[config.mk]
export PLATFORM = sky130hd
export DESIGN_NAME = if_stage
export DESIGN_NICKNAME = d
export VERILOG_FILES = /design/src/rtl/if_stage_pkg.sv /design/src/rtl/if_hold_buf.sv /design/src/rtl/if_stage.sv
export SDC_FILE = /design/constraint.sdc
export NUM_CORES = 1
export LEC_CHECK = 0
export BUFFER_PORTS_ARGS = -buffer_cell sky130_fd_sc_hd__clkbuf_2
export CORE_MARGIN = 2
export CORE_UTILIZATION = 35
export CTS_BUF_LIST = sky130_fd_sc_hd__clkbuf_8
export CTS_CLUSTER_DIAMETER = 30
export DETAILED_ROUTE_END_ITERATION = 12
export GPL_ROUTABILITY_DRIVEN = 0
export SETUP_SLACK_MARGIN = 0.05
export SLEW_MARGIN = 10
export SYNTH_ARGS = -nofsm -noshare
export SYNTH_HDL_FRONTEND = slang
export SYNTH_HIERARCHICAL = 1
export SYNTH_SLANG_ARGS = --single-unit
[constraint.sdc]
create_clock -name clk -period 4.5 [get_ports clk]
set_input_delay 0.225 -clock clk [delete_from_list [all_inputs] [get_ports clk]]
set_output_delay 0.225 -clock clk [all_outputs]
set_load 0.02 [all_outputs]
[src/rtl/if_stage_pkg.sv]
// Shared encodings for the fetch stage: PC-source selects (also used by
// hazard detection), the canonical NOP word and the IF FSM state codes.
package if_stage_pkg;

    // PC source select driven by hazard detection
    localparam logic [2:0] PC_SEL_HOLD   = 3'b000;
    localparam logic [2:0] PC_SEL_SEQ    = 3'b001;
    localparam logic [2:0] PC_SEL_BRANCH = 3'b010;
    localparam logic [2:0] PC_SEL_JALR   = 3'b011;
    localparam logic [2:0] PC_SEL_TRAP   = 3'b100;

    // addi x0, x0, 0
    localparam logic [31:0] INSN_NOP = 32'h0000_0013;

    // IF state encodings
    localparam logic [1:0] S_RESET = 2'd0;
    localparam logic [1:0] S_REQ   = 2'd1;
    localparam logic [1:0] S_HOLD  = 2'd2;
    localparam logic [1:0] S_DROP  = 2'd3;

    // A redirect is any select that loads a new target into the PC
    function automatic logic is_redirect(input logic [2:0] sel);
        return (sel == PC_SEL_BRANCH) || (sel == PC_SEL_JALR) || (sel == PC_SEL_TRAP);
    endfunction

endpackage

[src/rtl/if_hold_buf.sv]
// One-entry {pc, instr} buffer with load, clear and a valid flag.
// Clear wins over load when both are asserted.
module if_hold_buf #(
    parameter int XLEN = 32
) (
    input  logic            clk,
    input  logic            rst_n,
    input  logic            i_load,
    input  logic            i_clear,
    input  logic [XLEN-1:0] i_pc,
    input  logic [31:0]     i_instr,
    output logic            o_valid,
    output logic [XLEN-1:0] o_pc,
    output logic [31:0]     o_instr
);

    logic            r_valid;
    logic [XLEN-1:0] r_pc;
    logic [31:0]     r_instr;

    // Capture a response on load, invalidate on clear
    always_ff @(posedge clk or negedge rst_n) begin
        if (!rst_n) begin
            r_valid <= 1'b0;
            r_pc    <= '0;
            r_instr <= '0;
        end else if (i_clear) begin
            r_valid <= 1'b0;
        end else if (i_load) begin
            r_valid <= 1'b1;
            r_pc    <= i_pc;
            r_instr <= i_instr;
        end
    end

    assign o_valid = r_valid;
    assign o_pc    = r_pc;
    assign o_instr = r_instr;

endmodule

[src/rtl/if_stage.sv]
// Instruction-fetch stage with IF/ID pipeline register. Owns the PC, keeps a
// single request outstanding to instruction memory, parks a response that
// arrives during a stall and discards responses made stale by a redirect.
module if_stage
    import if_stage_pkg::*;
#(
    parameter int          XLEN     = 32,
    parameter logic [31:0] RESET_PC = 32'h0000_0000
) (
    input  logic            clk,
    input  logic            rst_n,
    input  logic [2:0]      pc_sel,
    input  logic            IFID_write,
    input  logic            kill_IF,
    input  logic [XLEN-1:0] branch_target,
    input  logic [XLEN-1:0] jalr_target,
    input  logic [XLEN-1:0] trap_vec,
    output logic            imem_req,
    output logic [XLEN-1:0] imem_addr,
    input  logic            imem_ack,
    input  logic [31:0]     imem_rdata,
    output logic [XLEN-1:0] ifid_pc,
    output logic [31:0]     ifid_instr,
    output logic            ifid_valid
);

    logic [1:0]      r_state;
    logic [XLEN-1:0] r_pc;
    logic [XLEN-1:0] r_ifid_pc;
    logic [31:0]     r_ifid_instr;
    logic            r_ifid_valid;

    logic [1:0]      w_state_nxt;
    logic [XLEN-1:0] w_pc_nxt;
    logic [XLEN-1:0] w_target;
    logic [XLEN-1:0] w_pc_adv;
    logic            w_redirect;
    logic            w_ifid_ld;
    logic [XLEN-1:0] w_ifid_pc_nxt;
    logic [31:0]     w_ifid_instr_nxt;
    logic            w_ifid_valid_nxt;
    logic            w_buf_load;
    logic            w_buf_clear;
    logic            w_buf_valid;
    logic [XLEN-1:0] w_buf_pc;
    logic [31:0]     w_buf_instr;

    if_hold_buf #(
        .XLEN(XLEN)
    ) u_hold_buf (
        .clk     (clk),
        .rst_n   (rst_n),
        .i_load  (w_buf_load),
        .i_clear (w_buf_clear),
        .i_pc    (r_pc),
        .i_instr (imem_rdata),
        .o_valid (w_buf_valid),
        .o_pc    (w_buf_pc),
        .o_instr (w_buf_instr)
    );

    // Next-state, next-PC and IF/ID load decisions; redirect > stall > normal
    always_comb begin
        w_redirect = is_redirect(pc_sel);
        case (pc_sel)
            PC_SEL_BRANCH: w_target = branch_target;
            PC_SEL_JALR:   w_target = jalr_target;
            default:       w_target = trap_vec;
        endcase
        w_pc_adv = (pc_sel == PC_SEL_HOLD) ? r_pc : r_pc + XLEN'(4);

        w_state_nxt      = r_state;
        w_pc_nxt         = r_pc;
        w_ifid_ld        = 1'b0;
        w_ifid_pc_nxt    = r_ifid_pc;
        w_ifid_instr_nxt = r_ifid_instr;
        w_ifid_valid_nxt = r_ifid_valid;
        w_buf_load       = 1'b0;
        w_buf_clear      = 1'b0;

        if (w_redirect) begin
            w_pc_nxt         = w_target;
            w_ifid_ld        = 1'b1;
            w_ifid_instr_nxt = INSN_NOP;
            w_ifid_valid_nxt = 1'b0;
            w_buf_clear      = 1'b1;
            // A repeat redirect while already dropping keeps waiting for the
            // same stale ack so only one request is ever in flight.
            if ((r_state == S_REQ || r_state == S_DROP) && !imem_ack)
                w_state_nxt = S_DROP;
            else
                w_state_nxt = S_REQ;
        end else begin
            case (r_state)
                S_RESET: w_state_nxt = S_REQ;
                S_REQ: begin
                    if (imem_ack) begin
                        if (IFID_write) begin
                            w_ifid_ld        = 1'b1;
                            w_ifid_pc_nxt    = r_pc;
                            w_ifid_instr_nxt = kill_IF ? INSN_NOP : imem_rdata;
                            w_ifid_valid_nxt = !kill_IF;
                            w_pc_nxt         = w_pc_adv;
                        end else begin
                            w_buf_load  = 1'b1;
                            w_state_nxt = S_HOLD;
                        end
                    end
                end
                S_HOLD: begin
                    if (IFID_write && w_buf_valid) begin
                        w_ifid_ld        = 1'b1;
                        w_ifid_pc_nxt    = w_buf_pc;
                        w_ifid_instr_nxt = kill_IF ? INSN_NOP : w_buf_instr;
                        w_ifid_valid_nxt = !kill_IF;
                        w_pc_nxt         = w_pc_adv;
                        w_buf_clear      = 1'b1;
                        w_state_nxt      = S_REQ;
                    end
                end
                default: begin
                    if (imem_ack)
                        w_state_nxt = S_REQ;
                end
            endcase
        end
    end

    // State, PC and IF/ID register update
    always_ff @(posedge clk or negedge rst_n) begin
        if (!rst_n) begin
            r_state      <= S_RESET;
            r_pc         <= XLEN'(RESET_PC);
            r_ifid_pc    <= '0;
            r_ifid_instr <= INSN_NOP;
            r_ifid_valid <= 1'b0;
        end else begin
            r_state <= w_state_nxt;
            r_pc    <= w_pc_nxt;
            if (w_ifid_ld) begin
                r_ifid_pc    <= w_ifid_pc_nxt;
                r_ifid_instr <= w_ifid_instr_nxt;
                r_ifid_valid <= w_ifid_valid_nxt;
            end
        end
    end

    assign imem_req   = (r_state == S_REQ);
    assign imem_addr  = r_pc;
    assign ifid_pc    = r_ifid_pc;
    assign ifid_instr = r_ifid_instr;
    assign ifid_valid = r_ifid_valid;

endmodule

==> results.cfg <==
[synth]
syn_nets = 903
ys_top_cells_by_area = dfrtp_1 (47%), mux2_4 (11%), mux2i_1 (11%), nand2_1 (4.4%), o21ai_0 (4.4%)
ys_seq_elements = 164
syn_inst = 762
synth-async-reset-ratio_pct = 100
synth_top_area_share_pct = 47.4
synth_flop_cell = dfrtp_1
ys_warn_count = 6
synth_edf_count = 0
synth_cell_types = 60
synth_area_leader_cell = dfrtp_1
syn_area_um2 = 8510
syn_avg_cell_area_um2 = 11.2
synth-seq-area-share_pct = 48.3

[global_routing]
antenna_found_initial = 0
grt-ovfl-total = 0
grt_pass1_vias = 6715
grtUsageTotal_pct = 19.0
grt_max_degree = 73
grt_pass1_wl_um = 38200

[detailed_routing]
met1_length_um = 11300
top_layer = met4
vias = 6748
routedWlPerCell_um = 18.1
viasPerCell = 5.05
routed-wl-met2_um = 11000
drt-pass1-iter-count = 5
drtIter0Drc = 335
ant_nets = 0
wl_met3_um = 1560
totalWireLength_um = 24100
drc = 0

[floorplanning]
core_area_um2 = 24100
start_util_pct = 35.3
io-pin-count = 234
rows = 57
die_w_um = 160
chipHeight_um = 160
dieArea_um2 = 25600

[clock_tree]
cts_buffers = 17
cts_setup_buffers = 0
clock_sinks = 164
clock_path_buffers = 2
cts.clk_slew.worst_paths_ps = 90
cts-resized-gates = 0
worstSkewPairLatency_ps = 470
root_buffer = clkbuf_8
cts_max_level = 4
cts_tree = built

[worst_setup_path]
cp.arrival_ps = 3540
crit_type = reg -> reg
end_kind = flip-flop
worstReg2RegEnd = u_hold_buf/o_pc[5]
critPathMaxFanout = 47
rrSetupSlack_ps = 1300
rr_worst_depth = 7
startpoint_type = flip-flop
crit_start = r_state[1]
r2r_start = r_state[1]
required_ps = 4840

[power_and_ir_drop]
ir_worst_vdd_mv = 0.204
leakagePower_nw = 4.85
powerDensity_nw_per_um2 = 536
power_mw = 5.64

[run_status]
status = finished, final reports clean

[timing]
min_period_ps = 3200
fmax_mhz = 312
worstMarginPinSlew_ps = 1070
slew_headroom_pct = 28.7
setup_violations = 0
clock_skew_ps = 18.7
hold_viol = 0
fin_tns_setup_ps = 0
finalCritPeriodShare_pct = 71.2
rsz0062_at_grt = no
drv_slew = 0

[place]
io_buffer_count = 233
postPlaceCellArea_um2 = 9850
hpwlAfterDp_um = 16800
dp_cells = 1276

[finish]
layout_common_cells = clkbuf_2 (232), dfrtp_1 (161), nand2_1 (100), mux2i_1 (91), o21ai_0 (75)
stdcell_count = 1336
area.growth.synth_to_final_pct = 23.6
final_common_cell = clkbuf_2
layout-drive-gt1-share_pct = 36.8
final_cell_area_um2 = 10500
insertedDiodeCount = 0
fin_nets = 1140

[hold_path]
hold_depth = 2
hold_start = imem_ack
worstHoldPathType = in -> reg
worstHoldEndpoint = r_state[1]

[job]
maxCapViolCount = 0
## logic make-up (layout without fill, tap and decap cells)
logic type | Yosys count | in the layout | synth area share, %
buf+inv | 63 | 313 | 4.59
simple gates | 181 | 181 | 9.88
fa+ha+maj | 5 | 5 | 0.735
compound gates | 187 | 187 | 13.7
flops | 164 | 164 | 48.3
mux | 162 | 162 | 22.8
## cell usage after synthesis, types with 6 or more instances
cell type,number
a21oi_1,39
mux2_2,10
inv_1,8
nand2_1,100
o21ai_1,6
o21ai_0,75
nand4_1,12
nand3_1,10
mux2i_1,91
dfrtp_1,161
o221ai_1,17
buf_2,20
clkbuf_1,22
mux2_4,61
buf_12,7
a21oi_2,10
nor2_1,25
## how the worst max path moves through the flow
| stage | end | slack [ps] | cells past startpoint |
|---|---|---|---|
| 4_1_cts | u_hold_buf/o_instr[26] | 1310 | 7 |
| 5_1_grt | u_hold_buf/o_pc[14] | 1130 | 7 |
| 6_report | u_hold_buf/o_pc[5] | 1300 | 7 |
| 3_3_place_gp | u_hold_buf/o_pc[15] | 1280 | 7 |
| 3_5_place_dp | u_hold_buf/o_pc[11] | 1200 | 7 |
| 2_1_floorplan | imem_addr[21] | 2210 | 8 |
## report_power, final
part           internal (mW)  switching, mW  total, mW
Clock                  0.454          0.618       1.07
Sequential              2.03          0.497       2.53
Combinational          0.955           1.08       2.04
Total                   3.44           2.20       5.64
## state kept, by name, summed over array words and instances, names as in the netlist
signal and cells:
ifid_instr 32, ifid_valid 1, ifid_pc 32, imem_addr 32, u_hold_buf/o_pc 32, u_hold_buf/o_instr 32
u_hold_buf/o_valid 1, r_state 2
## worst max-delay path, cell delays in order (launching register included)
cell and delay [ps]:
dfrtp_1 440, inv_1 110, ha_1 250, inv_1 90, nor3_1 280, nor2b_4 670, buf_4 820, mux2_4 350
## per-layer routing
| layer | global-route usage [%] | vias to the layer above |
|---|---|---|
| li1 | - | 3243 |
| met1 | 26.4 | 3250 |
| met2 | 30.0 | 236 |
| met3 | 4.08 | 19 |
| met4 | 5.16 | 0 |
| met5 | 0 | - |
## area by class of cell
| type | instances | area [um^2] |
|---|---|---|
| fillers | 2375 | 13600 |
| flip-flops and latches | 164 | 4110 |
| multi-input cells | 535 | 4050 |
| repair buffers | 273 | 1540 |
| well taps | 324 | 405 |
| clock buffers | 17 | 234 |
| clock inverters | 15 | 148 |
| inverters | 8 | 30.0 |
## timing repair
action	4_1_cts	5_1_grt
endpoints found under the hold margin	94	0
endpoints found under the setup margin	0	0
hold buffers	28	0
## per-stage QoR
step	hold slack [ps]	setup WS [ps]	utilization, %
finish	39.4	1300	43.6
global route	15.5	1130	43.6
CTS	0.553	1310	43.6
detailed placement	286	1200	40.9
global placement	286	1280	40.9
floorplan	-70.6	2210	-
Power figures use the tool's default switching activity.
